**config.mk**
```make
export PLATFORM = sky130hd
export DESIGN_NAME = ctrl_relogio_flat
export DESIGN_NICKNAME = d
export VERILOG_FILES = /design/src/rtl/ctrl_relogio_pkg.sv /design/src/rtl/ctrl_relogio_if.sv /design/src/rtl/ctrl_relogio_detector_borda.sv /design/src/rtl/ctrl_relogio.sv /design/src/flat_wrapper.sv
export SDC_FILE = /design/constraint.sdc
export NUM_CORES = 1
export LEC_CHECK = 0
export ABC_CLOCK_PERIOD_IN_PS = 2850
export BUFFER_PORTS_ARGS = -buffer_cell sky130_fd_sc_hd__buf_2
export CAP_MARGIN = 25
export CORE_ASPECT_RATIO = 1.5
export CORE_MARGIN = 2
export CORE_UTILIZATION = 62
export CTS_CLUSTER_DIAMETER = 40
export DETAILED_ROUTE_END_ITERATION = 16
export GPL_TIMING_DRIVEN = 0
export PLACE_DENSITY = 0.81
export SKIP_LAST_GASP = 1
export SYNTH_ARGS = -nofsm -noshare
export SYNTH_HDL_FRONTEND = slang
export SYNTH_SLANG_ARGS = --single-unit
```
**constraint.sdc**
```tcl
create_clock -name ctrl_clock -period 2.85 [get_ports ctrl_clock]
set_clock_uncertainty 0.05 [all_clocks]
set_input_delay 0.855 -clock ctrl_clock [delete_from_list [all_inputs] [get_ports ctrl_clock]]
set_output_delay 0.855 -clock ctrl_clock [all_outputs]
set_load 0.05 [all_outputs]
```
**src/rtl/ctrl_relogio_pkg.sv**
```systemverilog
// Shared types and default timing for the digital clock (controller and display driver).
package relogio_pkg;

    typedef enum logic [1:0] {
        MODO_RUN         = 2'd0,
        MODO_AJUSTE_HORA = 2'd1,
        MODO_AJUSTE_MIN  = 2'd2
    } modo_t;

    localparam int CLK_HZ_DEF        = 50_000_000;
    localparam int SEC_PER_MIN_DEF   = 60;
    localparam int BLINK_CYCLES_DEF  = 25_000_000;
    localparam int HOLD_CYCLES_DEF   = 50_000_000;
    localparam int REPEAT_CYCLES_DEF = 10_000_000;

endpackage

```
**src/rtl/ctrl_relogio_if.sv**
```systemverilog
// Button/carry inputs and minute/hour machine controls of the clock controller.
import relogio_pkg::*;

interface ctrl_relogio_if;
    logic  ctrl_btn_modo;
    logic  ctrl_btn_inc;
    logic  ctrl_carry_min;
    logic  ctrl_min_enable;
    logic  ctrl_min_incremento;
    logic  ctrl_hora_enable;
    logic  ctrl_hora_incremento;
    modo_t ctrl_modo;
    logic  ctrl_blank_min;
    logic  ctrl_blank_hora;

    modport master (
        output ctrl_btn_modo, ctrl_btn_inc, ctrl_carry_min,
        input  ctrl_min_enable, ctrl_min_incremento, ctrl_hora_enable,
               ctrl_hora_incremento, ctrl_modo, ctrl_blank_min, ctrl_blank_hora
    );

    modport slave (
        input  ctrl_btn_modo, ctrl_btn_inc, ctrl_carry_min,
        output ctrl_min_enable, ctrl_min_incremento, ctrl_hora_enable,
               ctrl_hora_incremento, ctrl_modo, ctrl_blank_min, ctrl_blank_hora
    );
endinterface

```
**src/rtl/ctrl_relogio_detector_borda.sv**
```systemverilog
// Registered rising-edge detector: one-cycle pulse one edge after the input is first sampled high.
module detector_borda (
    input  logic i_clk,
    input  logic i_rst,
    input  logic i_sinal,
    output logic o_borda
);
    logic r_prev;
    logic r_borda;

    always_ff @(posedge i_clk or posedge i_rst) begin
        if (i_rst) begin
            r_prev  <= 1'b0;
            r_borda <= 1'b0;
        end else begin
            r_prev  <= i_sinal;
            r_borda <= i_sinal & ~r_prev;
        end
    end

    assign o_borda = r_borda;
endmodule

```
**src/rtl/ctrl_relogio.sv**
```systemverilog
// Mode controller / minute tick scheduler for the digital clock.
// Optional feature: CTRL_AUTOREPEAT_EN enables auto-repeat of a held inc button in set modes.
import relogio_pkg::*;

module ctrl_relogio #(
    parameter int CLK_HZ        = CLK_HZ_DEF,
    parameter int SEC_PER_MIN   = SEC_PER_MIN_DEF,
    parameter int BLINK_CYCLES  = BLINK_CYCLES_DEF,
    parameter int HOLD_CYCLES   = HOLD_CYCLES_DEF,
    parameter int REPEAT_CYCLES = REPEAT_CYCLES_DEF
) (
    input  logic           ctrl_clock,
    input  logic           ctrl_reset,
    ctrl_relogio_if.slave  bus
);
    localparam logic [63:0] PRESC_N = 64'(CLK_HZ) * 64'(SEC_PER_MIN);
    localparam int PRESC_W = (PRESC_N > 64'd1) ? $clog2(PRESC_N) : 1;
    localparam logic [PRESC_W-1:0] PRESC_TOP = PRESC_W'(PRESC_N - 64'd1);
    localparam int BLINK_W = (BLINK_CYCLES > 1) ? $clog2(BLINK_CYCLES) : 1;
    localparam logic [BLINK_W-1:0] BLINK_TOP = BLINK_W'(BLINK_CYCLES - 1);

    if (CLK_HZ < 1 || SEC_PER_MIN < 1 || BLINK_CYCLES < 1 || HOLD_CYCLES < 1 || REPEAT_CYCLES < 1)
    begin : g_param_err
        $error("ctrl_relogio: timing parameters must be >= 1");
    end

    modo_t               r_modo, w_modo_nxt;
    logic [PRESC_W-1:0]  r_presc, w_presc_nxt;
    logic [BLINK_W-1:0]  r_blink, w_blink_nxt;
    logic                r_fase, w_fase_nxt;
    logic                r_run_orig, w_run_orig_nxt;
    logic                w_min_inc_nxt, w_hora_inc_nxt;
    logic                r_min_inc, r_hora_inc, r_min_en, r_hora_en, r_blank_min, r_blank_hora;
    logic                w_modo_borda, w_inc_borda, w_repete, w_inc_ok;

    detector_borda u_borda_modo (
        .i_clk(ctrl_clock), .i_rst(ctrl_reset), .i_sinal(bus.ctrl_btn_modo), .o_borda(w_modo_borda)
    );
    detector_borda u_borda_inc (
        .i_clk(ctrl_clock), .i_rst(ctrl_reset), .i_sinal(bus.ctrl_btn_inc), .o_borda(w_inc_borda)
    );

`ifdef CTRL_AUTOREPEAT_EN
    localparam int HOLD_MAX = (HOLD_CYCLES > REPEAT_CYCLES) ? HOLD_CYCLES : REPEAT_CYCLES;
    localparam int HOLD_W   = (HOLD_MAX > 1) ? $clog2(HOLD_MAX) : 1;
    localparam logic [HOLD_W-1:0] HOLD_TOP = HOLD_W'(HOLD_CYCLES - 1);
    localparam logic [HOLD_W-1:0] REP_TOP  = HOLD_W'(REPEAT_CYCLES - 1);

    logic              r_inc_nivel;
    logic [HOLD_W-1:0] r_hold, w_hold_nxt;
    logic              r_rep, w_rep_nxt;

    // Counts held cycles after the initial pulse; r_rep selects the repeat interval.
    always_comb begin
        w_hold_nxt = '0;
        w_rep_nxt  = 1'b0;
        w_repete   = 1'b0;
        if (!w_inc_borda && r_inc_nivel && !w_modo_borda && r_modo != MODO_RUN) begin
            if (r_hold == (r_rep ? REP_TOP : HOLD_TOP)) begin
                w_repete  = 1'b1;
                w_rep_nxt = 1'b1;
            end else begin
                w_hold_nxt = r_hold + HOLD_W'(1);
                w_rep_nxt  = r_rep;
            end
        end
    end

    always_ff @(posedge ctrl_clock or posedge ctrl_reset) begin
        if (ctrl_reset) begin
            r_inc_nivel <= 1'b0;
            r_hold      <= '0;
            r_rep       <= 1'b0;
        end else begin
            r_inc_nivel <= bus.ctrl_btn_inc;
            r_hold      <= w_hold_nxt;
            r_rep       <= w_rep_nxt;
        end
    end
`else
    assign w_repete = 1'b0;
`endif

    // A mode edge always wins over an inc edge in the same cycle.
    assign w_inc_ok = (w_inc_borda | w_repete) & ~w_modo_borda;

    always_comb begin
        w_modo_nxt     = r_modo;
        w_presc_nxt    = r_presc;
        w_blink_nxt    = r_blink;
        w_fase_nxt     = r_fase;
        w_run_orig_nxt = r_run_orig;
        w_min_inc_nxt  = 1'b0;
        w_hora_inc_nxt = bus.ctrl_carry_min & r_run_orig;
        case (r_modo)
            MODO_RUN: begin
                if (r_presc == PRESC_TOP) begin
                    w_presc_nxt    = '0;
                    w_min_inc_nxt  = 1'b1;
                    w_run_orig_nxt = 1'b1;
                end else begin
                    w_presc_nxt = r_presc + PRESC_W'(1);
                end
                if (w_modo_borda) w_modo_nxt = MODO_AJUSTE_HORA;
            end
            MODO_AJUSTE_HORA: begin
                if (w_inc_ok) w_hora_inc_nxt = 1'b1;
                if (w_modo_borda) w_modo_nxt = MODO_AJUSTE_MIN;
            end
            MODO_AJUSTE_MIN: begin
                if (w_inc_ok) begin
                    w_min_inc_nxt  = 1'b1;
                    w_run_orig_nxt = 1'b0;
                end
                if (w_modo_borda) begin
                    w_modo_nxt  = MODO_RUN;
                    w_presc_nxt = '0;
                end
            end
            default: begin
                w_modo_nxt  = MODO_RUN;
                w_presc_nxt = '0;
            end
        endcase

        if (w_modo_nxt != r_modo) begin
            w_blink_nxt = '0;
            w_fase_nxt  = 1'b0;
        end else if (r_modo != MODO_RUN) begin
            if (r_blink == BLINK_TOP) begin
                w_blink_nxt = '0;
                w_fase_nxt  = ~r_fase;
            end else begin
                w_blink_nxt = r_blink + BLINK_W'(1);
            end
        end
    end

    always_ff @(posedge ctrl_clock or posedge ctrl_reset) begin
        if (ctrl_reset) begin
            r_modo       <= MODO_RUN;
            r_presc      <= '0;
            r_blink      <= '0;
            r_fase       <= 1'b0;
            r_run_orig   <= 1'b0;
            r_min_inc    <= 1'b0;
            r_hora_inc   <= 1'b0;
            r_min_en     <= 1'b1;
            r_hora_en    <= 1'b1;
            r_blank_min  <= 1'b0;
            r_blank_hora <= 1'b0;
        end else begin
            r_modo       <= w_modo_nxt;
            r_presc      <= w_presc_nxt;
            r_blink      <= w_blink_nxt;
            r_fase       <= w_fase_nxt;
            r_run_orig   <= w_run_orig_nxt;
            r_min_inc    <= w_min_inc_nxt;
            r_hora_inc   <= w_hora_inc_nxt;
            r_min_en     <= (w_modo_nxt != MODO_AJUSTE_HORA);
            r_hora_en    <= (w_modo_nxt != MODO_AJUSTE_MIN);
            r_blank_min  <= (w_modo_nxt == MODO_AJUSTE_MIN) & w_fase_nxt;
            r_blank_hora <= (w_modo_nxt == MODO_AJUSTE_HORA) & w_fase_nxt;
        end
    end

    assign bus.ctrl_modo            = r_modo;
    assign bus.ctrl_min_enable      = r_min_en;
    assign bus.ctrl_hora_enable     = r_hora_en;
    assign bus.ctrl_min_incremento  = r_min_inc;
    assign bus.ctrl_hora_incremento = r_hora_inc;
    assign bus.ctrl_blank_min       = r_blank_min;
    assign bus.ctrl_blank_hora      = r_blank_hora;
endmodule

```
**src/flat_wrapper.sv**
```systemverilog
// flat-port wrapper written by rule: the top's interface ports become plain ports
module ctrl_relogio_flat 
#(
    parameter int CLK_HZ        = CLK_HZ_DEF,
    parameter int SEC_PER_MIN   = SEC_PER_MIN_DEF,
    parameter int BLINK_CYCLES  = BLINK_CYCLES_DEF,
    parameter int HOLD_CYCLES   = HOLD_CYCLES_DEF,
    parameter int REPEAT_CYCLES = REPEAT_CYCLES_DEF
)
  (ctrl_clock, ctrl_reset, bus_ctrl_btn_modo, bus_ctrl_btn_inc, bus_ctrl_carry_min, bus_ctrl_min_enable, bus_ctrl_min_incremento, bus_ctrl_hora_enable, bus_ctrl_hora_incremento, bus_ctrl_modo, bus_ctrl_blank_min, bus_ctrl_blank_hora);
  ctrl_relogio_if bus_i ();
  input  logic ctrl_clock;
  input  logic ctrl_reset;
  input wire logic [$bits(bus_i.ctrl_btn_modo)-1:0] bus_ctrl_btn_modo;
  input wire logic [$bits(bus_i.ctrl_btn_inc)-1:0] bus_ctrl_btn_inc;
  input wire logic [$bits(bus_i.ctrl_carry_min)-1:0] bus_ctrl_carry_min;
  output wire logic [$bits(bus_i.ctrl_min_enable)-1:0] bus_ctrl_min_enable;
  output wire logic [$bits(bus_i.ctrl_min_incremento)-1:0] bus_ctrl_min_incremento;
  output wire logic [$bits(bus_i.ctrl_hora_enable)-1:0] bus_ctrl_hora_enable;
  output wire logic [$bits(bus_i.ctrl_hora_incremento)-1:0] bus_ctrl_hora_incremento;
  output wire logic [$bits(bus_i.ctrl_modo)-1:0] bus_ctrl_modo;
  output wire logic [$bits(bus_i.ctrl_blank_min)-1:0] bus_ctrl_blank_min;
  output wire logic [$bits(bus_i.ctrl_blank_hora)-1:0] bus_ctrl_blank_hora;
  assign bus_i.ctrl_btn_modo = bus_ctrl_btn_modo;
  assign bus_i.ctrl_btn_inc = bus_ctrl_btn_inc;
  assign bus_i.ctrl_carry_min = bus_ctrl_carry_min;
  assign bus_ctrl_min_enable = bus_i.ctrl_min_enable;
  assign bus_ctrl_min_incremento = bus_i.ctrl_min_incremento;
  assign bus_ctrl_hora_enable = bus_i.ctrl_hora_enable;
  assign bus_ctrl_hora_incremento = bus_i.ctrl_hora_incremento;
  assign bus_ctrl_modo = bus_i.ctrl_modo;
  assign bus_ctrl_blank_min = bus_i.ctrl_blank_min;
  assign bus_ctrl_blank_hora = bus_i.ctrl_blank_hora;
  ctrl_relogio #(.CLK_HZ(CLK_HZ), .SEC_PER_MIN(SEC_PER_MIN), .BLINK_CYCLES(BLINK_CYCLES), .HOLD_CYCLES(HOLD_CYCLES), .REPEAT_CYCLES(REPEAT_CYCLES)) u_core (.ctrl_clock(ctrl_clock), .ctrl_reset(ctrl_reset), .bus(bus_i));
endmodule
```
# After elaboration in Yosys (flattened, before gate mapping)
# Index checks and enable logic that the tools add are counted.
[word_totals] register_bits=71 latch_bits=0 ram_bits=0 romBits=0 word_cells=67 mem_count=0
[classes] n_addsub=2 n_mul=0 div=0 n_lt_le_gt_ge=0 n_eq_ne=12 n_shift=0 mux=21 n_bitwise=11 n_reduce_logical=6
[ops] op="$pmux 32 s3" n=1
[ops] op="$mux 25" n=3
[ops] op="$mux 32" n=2
[ops] op="$add 32x1->32 const B" n=1
[ops] op="$eq 32x32->1 const B" n=1
[ops] op="$add 25x1->25 const B" n=1
[ops] op="$eq 25x25->1 const B" n=1
[ops] op="$mux 1" n=9
[ops] op="$and 1x1->1" n=6
[ops] op="$mux 2" n=3
[ops] op="$ne 2x1->1 const B" n=3
[ops] op="$pmux 2 s3" n=1
[ops] op="$reduce_bool 2->1" n=3
[ops] op="$not 1->1" n=5
[ops] op="$eq 2x1->1 const B" n=2
[ops] op="$eq 2x2->1 const B" n=2
[ops] op="$ne 2x2->1 const B" n=2
[ops] op="$pmux 1 s2" n=2
[ops] op="$reduce_and 3->1" n=1
[ops] op="$logic_not 2->1" n=1
[ops] op="$ne 2x2->1" n=1
[ops] op="$reduce_and 2->1" n=1

# Depth between registers and ports, before layout
[depth] depth_word=5 mapped_depth=7

# Modules after synthesis
# A second synthesis with hierarchy kept.
[unflattened] cells_unflattened=429 hier_area_um2=3937.5
[by_module_without_submodules] mod="ctrl_relogio" n_inst=1 cells_per_inst=421 area_per_inst_um2=3802.4 seq_area_each_um2=1679.1
[by_module_without_submodules] mod="detector_borda" n_inst=2 cells_per_inst=4 area_per_inst_um2=67.6 seq_area_each_um2=50.0

# Worst setup path after synthesis
# No wires, ideal clock.
[synth_path] path_type="reg-to-reg" from="register u_core.r_presc[0]" to="register u_core.r_presc[28]" setup_time_ns=0.124 arrival_ns=2.051 required_time_ns=2.676 path_slack_ns=0.625 path_stages_with_launch=8 path_buffers=1 period_less_slack_ns=2.225 path_cell_list="dfrtp_1 -> ha_1 -> nand2_1 -> or4_1 -> o31a_1 -> buf_6 -> and3_1 -> a211o_1"
[synth_between] elab_chain_len=3 elab_cells_between_ends=4
[synth_lines] item="start, declared" line_no="ctrl_relogio.sv:28" source="logic [PRESC_W-1:0] r_presc, w_presc_nxt;"
[synth_lines] item="start signal, assigned" line_no="ctrl_relogio.sv:154" source="r_presc <= w_presc_nxt;"
[synth_lines] item="$add 32x1->32 or $eq 32x32->1 (tied branches)" line_no="ctrl_relogio.sv:102, ctrl_relogio.sv:97"
[synth_lines] item="$mux 32 *" line_no="ctrl_relogio.sv:97" source="if (r_presc == PRESC_TOP) begin"
[synth_lines] item="$pmux 32 s3 *" line_no="ctrl_relogio.sv:95" source="case (r_modo)"
# Mark *: on every way between the ends. The rest lies on a longest branch, timed or not.
# A chain may end at the register's enable or synchronous reset.

# Worst setup path in the final report
[layout_path] from="register u_core.r_presc[0]" to="register u_core.r_presc[22]"
# Same word-level chain as after synthesis.

==> impl_results.md <==
- Status: finished, final reports clean
- TritonCTS Buffers: 9
- Leakage power: approximately 1.8 nW
- Reg-to-reg startpoint: u_core.r_presc[0]
- Max cap viols: 0
- Hold depth: 1
- Relative slew slack: 0.4331
- Post-synth ARST share: 1.000
- Global Route Usage Sum: 0.2872
- Area grow syn2layout: 10.81%
- Worst-Margin Slew: 0.8426 ns
- Warnings from Yosys: 0
- Die ar.: about 0.0067 mm2
- # H-tree levels: 3
- Layout cell share with drive strength beyond 1: 0.1090
- CTS Buffer Depth: 2
- Final Hold Viols: 0
- Crit-path cells: ha_1, nand2_1, or4_1, o31a_1, nor2_1, buf_2, nor2_1
- Power density over the cells: ~700 mW/mm2
- Final layout net count: around 430
- Routed wl met3: between 300 and 400 um
- Core area: 0.005828 mm2
- WP data arrival: between 2 and 3 ns
- Reg2Reg Setup Slack: between 0.4 and 0.5 ns
- Ports: 13
- Area post-placement: 0.003925 mm2
- Top layer in use: met4
- Die width: 67.61 um
- Root Driver: clkbuf_8
- Pre-antenna DRT Iters: 4
- DR vias: 3150
- Initial antenna violation count: 0
- Post-DR wirelength/cell: around 17 um
- Vias in the first global route: 3213
- Post-CTS Resized: 0
- Critical path startpoint category: flop
- Number of synthesized flops with an enable pin: 0
- DPL Wire Length: a little over 6000 um
- Post-Syn Area: around 0.0038 mm2
- Vias per cell: ~6.3
- Tot Pwr: approximately 2.9 mW
- Die Y: slightly below 100 um
- Slowest stage delay, CP: between 0.5 and 0.6 ns
- TritonCTS clock tree: yes
- Mapped Avg Cell Area: between 9 and 10 um2
- Diodes inserted: 0
- Hold Path End: u_core.u_borda_modo.o_borda
- CTS sink count: just over 70
- Cells on worst reg2reg path: 7
- Seq/Total Area, Yosys: 0.4729
- CP bufs+invs: 1
- Top_reg_cell synth: dfrtp_1
- Number of synthesized register bits: a little over 70
- Initial detailed-routing violation count: 238
- Most used cell, CP: nor2_1
- Clk_lat worst skew: about 0.34 ns
- Worst VDD drop: between 400 and 500 uV
- # rows: 34
- Synth unique cells: 49
- Hold_sp: u_core.u_borda_modo.r_prev
- Cells after Synth: 403
- Min Tclk post-route: 2.446 ns
- Largest net degree at the start of global routing: 72
- WL met2: between 4000 and 5000 um
- Finished Cell Area: about 0.0042 mm2
- End of the worst register-to-register path: u_core.r_presc[22]
- Worst hold path type: reg2reg
- Setup Viol. Count Final: 0
- Syn nets: 410
- Post-CTS Setup Bufs: 0
- Worst Setup End Kind: flop
- Crit path max-delay family: simple AND/OR/NAND/NOR gates
- Final WL: 8718 um
- DRC: 0
- Initial core utilization: 0.6456
- Worst Path Max Fanout: 10
- WL met1: 3393 um
- Tcrit/Tclk final: 0.8584
- CTS Hold Bufs: 0
- I/O Buffers: 12
- CP Class: reg2reg
- Filler Cell Count: 432
- Fmax: ~0.4 GHz
- RSZ-0062 raised after global routing: no
- GPL Wtd Cong: 0.9236
- Worst EP required: around 3 ns
- Gr ovfl total: 0
- CTS clk-pin slew, worst paths: 0.07 ns
- Slew Limit Fails: 0
- Slowest CP cell: or4_1
- Global-route wire length before repair: ~15000 um
- Antenna Nets Post-Route: 0
layout make-up:
| type | instances | area (um2) | share of cell area |
|---|---|---|---|
| Timing Repair Buffer | 13 | 70.07 | 0.01681 |
| Inverter | 6 | 25.02 | 0.006002 |
| Tap cell | 72 | 90.09 | 0.02161 |
| Buffer | 15 | 67.56 | 0.01621 |
| Clock buffer | 10 | 137.6 | 0.03301 |
| Multi-Input combinational cell | 311 | 1893 | 0.4541 |
| Clock inverter | 5 | 106.4 | 0.02551 |
| Sequential cell | 71 | 1779 | 0.4268 |
layer usage:
| layer | track usage | vias to the layer above |
|---|---|---|
| met5 | 0 | - |
| met4 | 0.1680 | 0 |
| met3 | 0.04977 | 26 |
| met2 | 0.4947 | 100 |
| met1 | 0.3214 | 1521 |
| li1 | - | 1503 |
sequential cells by signal (all words and copies together) (netlist names):
| register | cells |
|---|---|
| u_core.u_borda_inc.r_prev | 1 |
| u_core.u_borda_modo.o_borda | 1 |
| u_core.bus.ctrl_hora_incremento | 1 |
| u_core.r_blink | 25 |
| u_core.r_fase | 1 |
| u_core.bus.ctrl_blank_hora | 1 |
| u_core.r_run_orig | 1 |
| u_core.bus.ctrl_hora_enable | 1 |
| u_core.bus.ctrl_min_enable | 1 |
| u_core.bus.ctrl_min_incremento | 1 |
| u_core.u_borda_modo.r_prev | 1 |
| u_core.r_presc | 32 |
| u_core.bus.ctrl_modo | 2 |
| u_core.u_borda_inc.o_borda | 1 |
| u_core.bus.ctrl_blank_min | 1 |
placed cells by master, fill, tap and decap left out, types with 2 or more instances in the layout:
master	count
a211o_1	2
a21oi_1	9
a22o_1	3
a31oi_1	10
and2_1	4
and3_1	16
and4_1	6
and4b_1	4
buf_2	15
bufinv_16	3
clkbuf_1	11
clkbuf_8	10
dfrtp_1	69
dfstp_2	2
ha_1	2
inv_1	5
mux2_2	2
nand2_1	32
nand2b_1	2
nand3_1	33
nand4_1	23
nor2_1	55
nor2b_1	5
nor3_1	13
nor4_1	12
nor4b_1	3
o211a_1	2
o21a_1	2
o21ai_0	5
or2_2	3
or3_1	2
or3b_2	2
or4_1	3
xnor2_1	18
xor2_1	23
metrics by stage:
step / setup TNS [ns] / std cells / util / worst slack [ns] / hold WS [ns]
final: 0 / 503 / 0.7153 / 0.4036 / 0.3472
after global routing: 0 / 503 / 0.7153 / 0.2247 / 0.3707
after CTS: 0 / 503 / 0.7153 / 0.4138 / 0.3497
after detailed placement: 0 / 488 / 0.6735 / 0.3972 / 0.3392
after global placement: -39.90 / 487 / 0.6713 / -0.5833 / 0.3347
after floorplan: 0 / 403 / - / 0.1517 / 0.3277
Yosys cell counts (2+ instances only):
cell type	instances	area, um2
a211o_1	2	17.52
a21oi_1	9	45.04
a22o_1	3	26.28
a31oi_1	10	62.56
and2_1	4	25.02
and3_1	16	100.1
and4_1	6	52.55
and4b_1	4	40.04
buf_2	3	15.01
clkbuf_1	11	41.29
dfrtp_1	69	1727
dfstp_2	2	52.55
ha_1	2	25.02
inv_1	6	22.52
mux2_2	2	22.52
nand2_1	32	120.1
nand2b_1	2	12.51
nand3_1	33	165.2
nand4_1	23	143.9
nor2_1	55	206.5
nor2b_1	5	31.28
nor3_1	13	65.06
nor4_1	12	75.07
nor4b_1	3	26.28
o211a_1	2	20.02
o21a_1	2	15.01
o21ai_0	5	25.02
or2_2	3	18.77
or3_1	2	12.51
or3b_2	2	17.52
or4_1	3	22.52
xnor2_1	18	157.7
xor2_1	23	201.4
kinds of logic after synthesis:
group,synth area share
xor gates and xnor gates,0.09544
AOI/OAI and AO/OA,0.07815
buffers and inverters,0.02394
DFF,0.4729
and+or+nand+nor,0.3169
adders and majority gates,0.006650
muxes,0.005986
how the worst max path moves through the flow:
| stage | from | slack (ns) | depth (start not counted) | to |
|---|---|---|---|---|
| after CTS | u_core.r_presc[0] | 0.41 | 7 | u_core.r_presc[28] |
| after floorplan | ctrl_reset | 0.15 | 1 | u_core.bus.ctrl_blank_hora |
| final | u_core.r_presc[0] | 0.40 | 7 | u_core.r_presc[22] |
| after detailed placement | u_core.r_presc[0] | 0.40 | 7 | u_core.r_presc[28] |
| after global routing | u_core.r_presc[9] | 0.22 | 6 | u_core.r_presc[29] |
| after global placement | ctrl_reset | -0.58 | 2 | u_core.r_blink[10] |
where the power goes:
part,internal [mW],leakage (nW),switching [mW]
Combinational,0.217,0.747,0.542
Sequential,1.09,0.967,0.0836
Clock,0.602,0.119,0.378
Power figures use the tool's default switching activity.
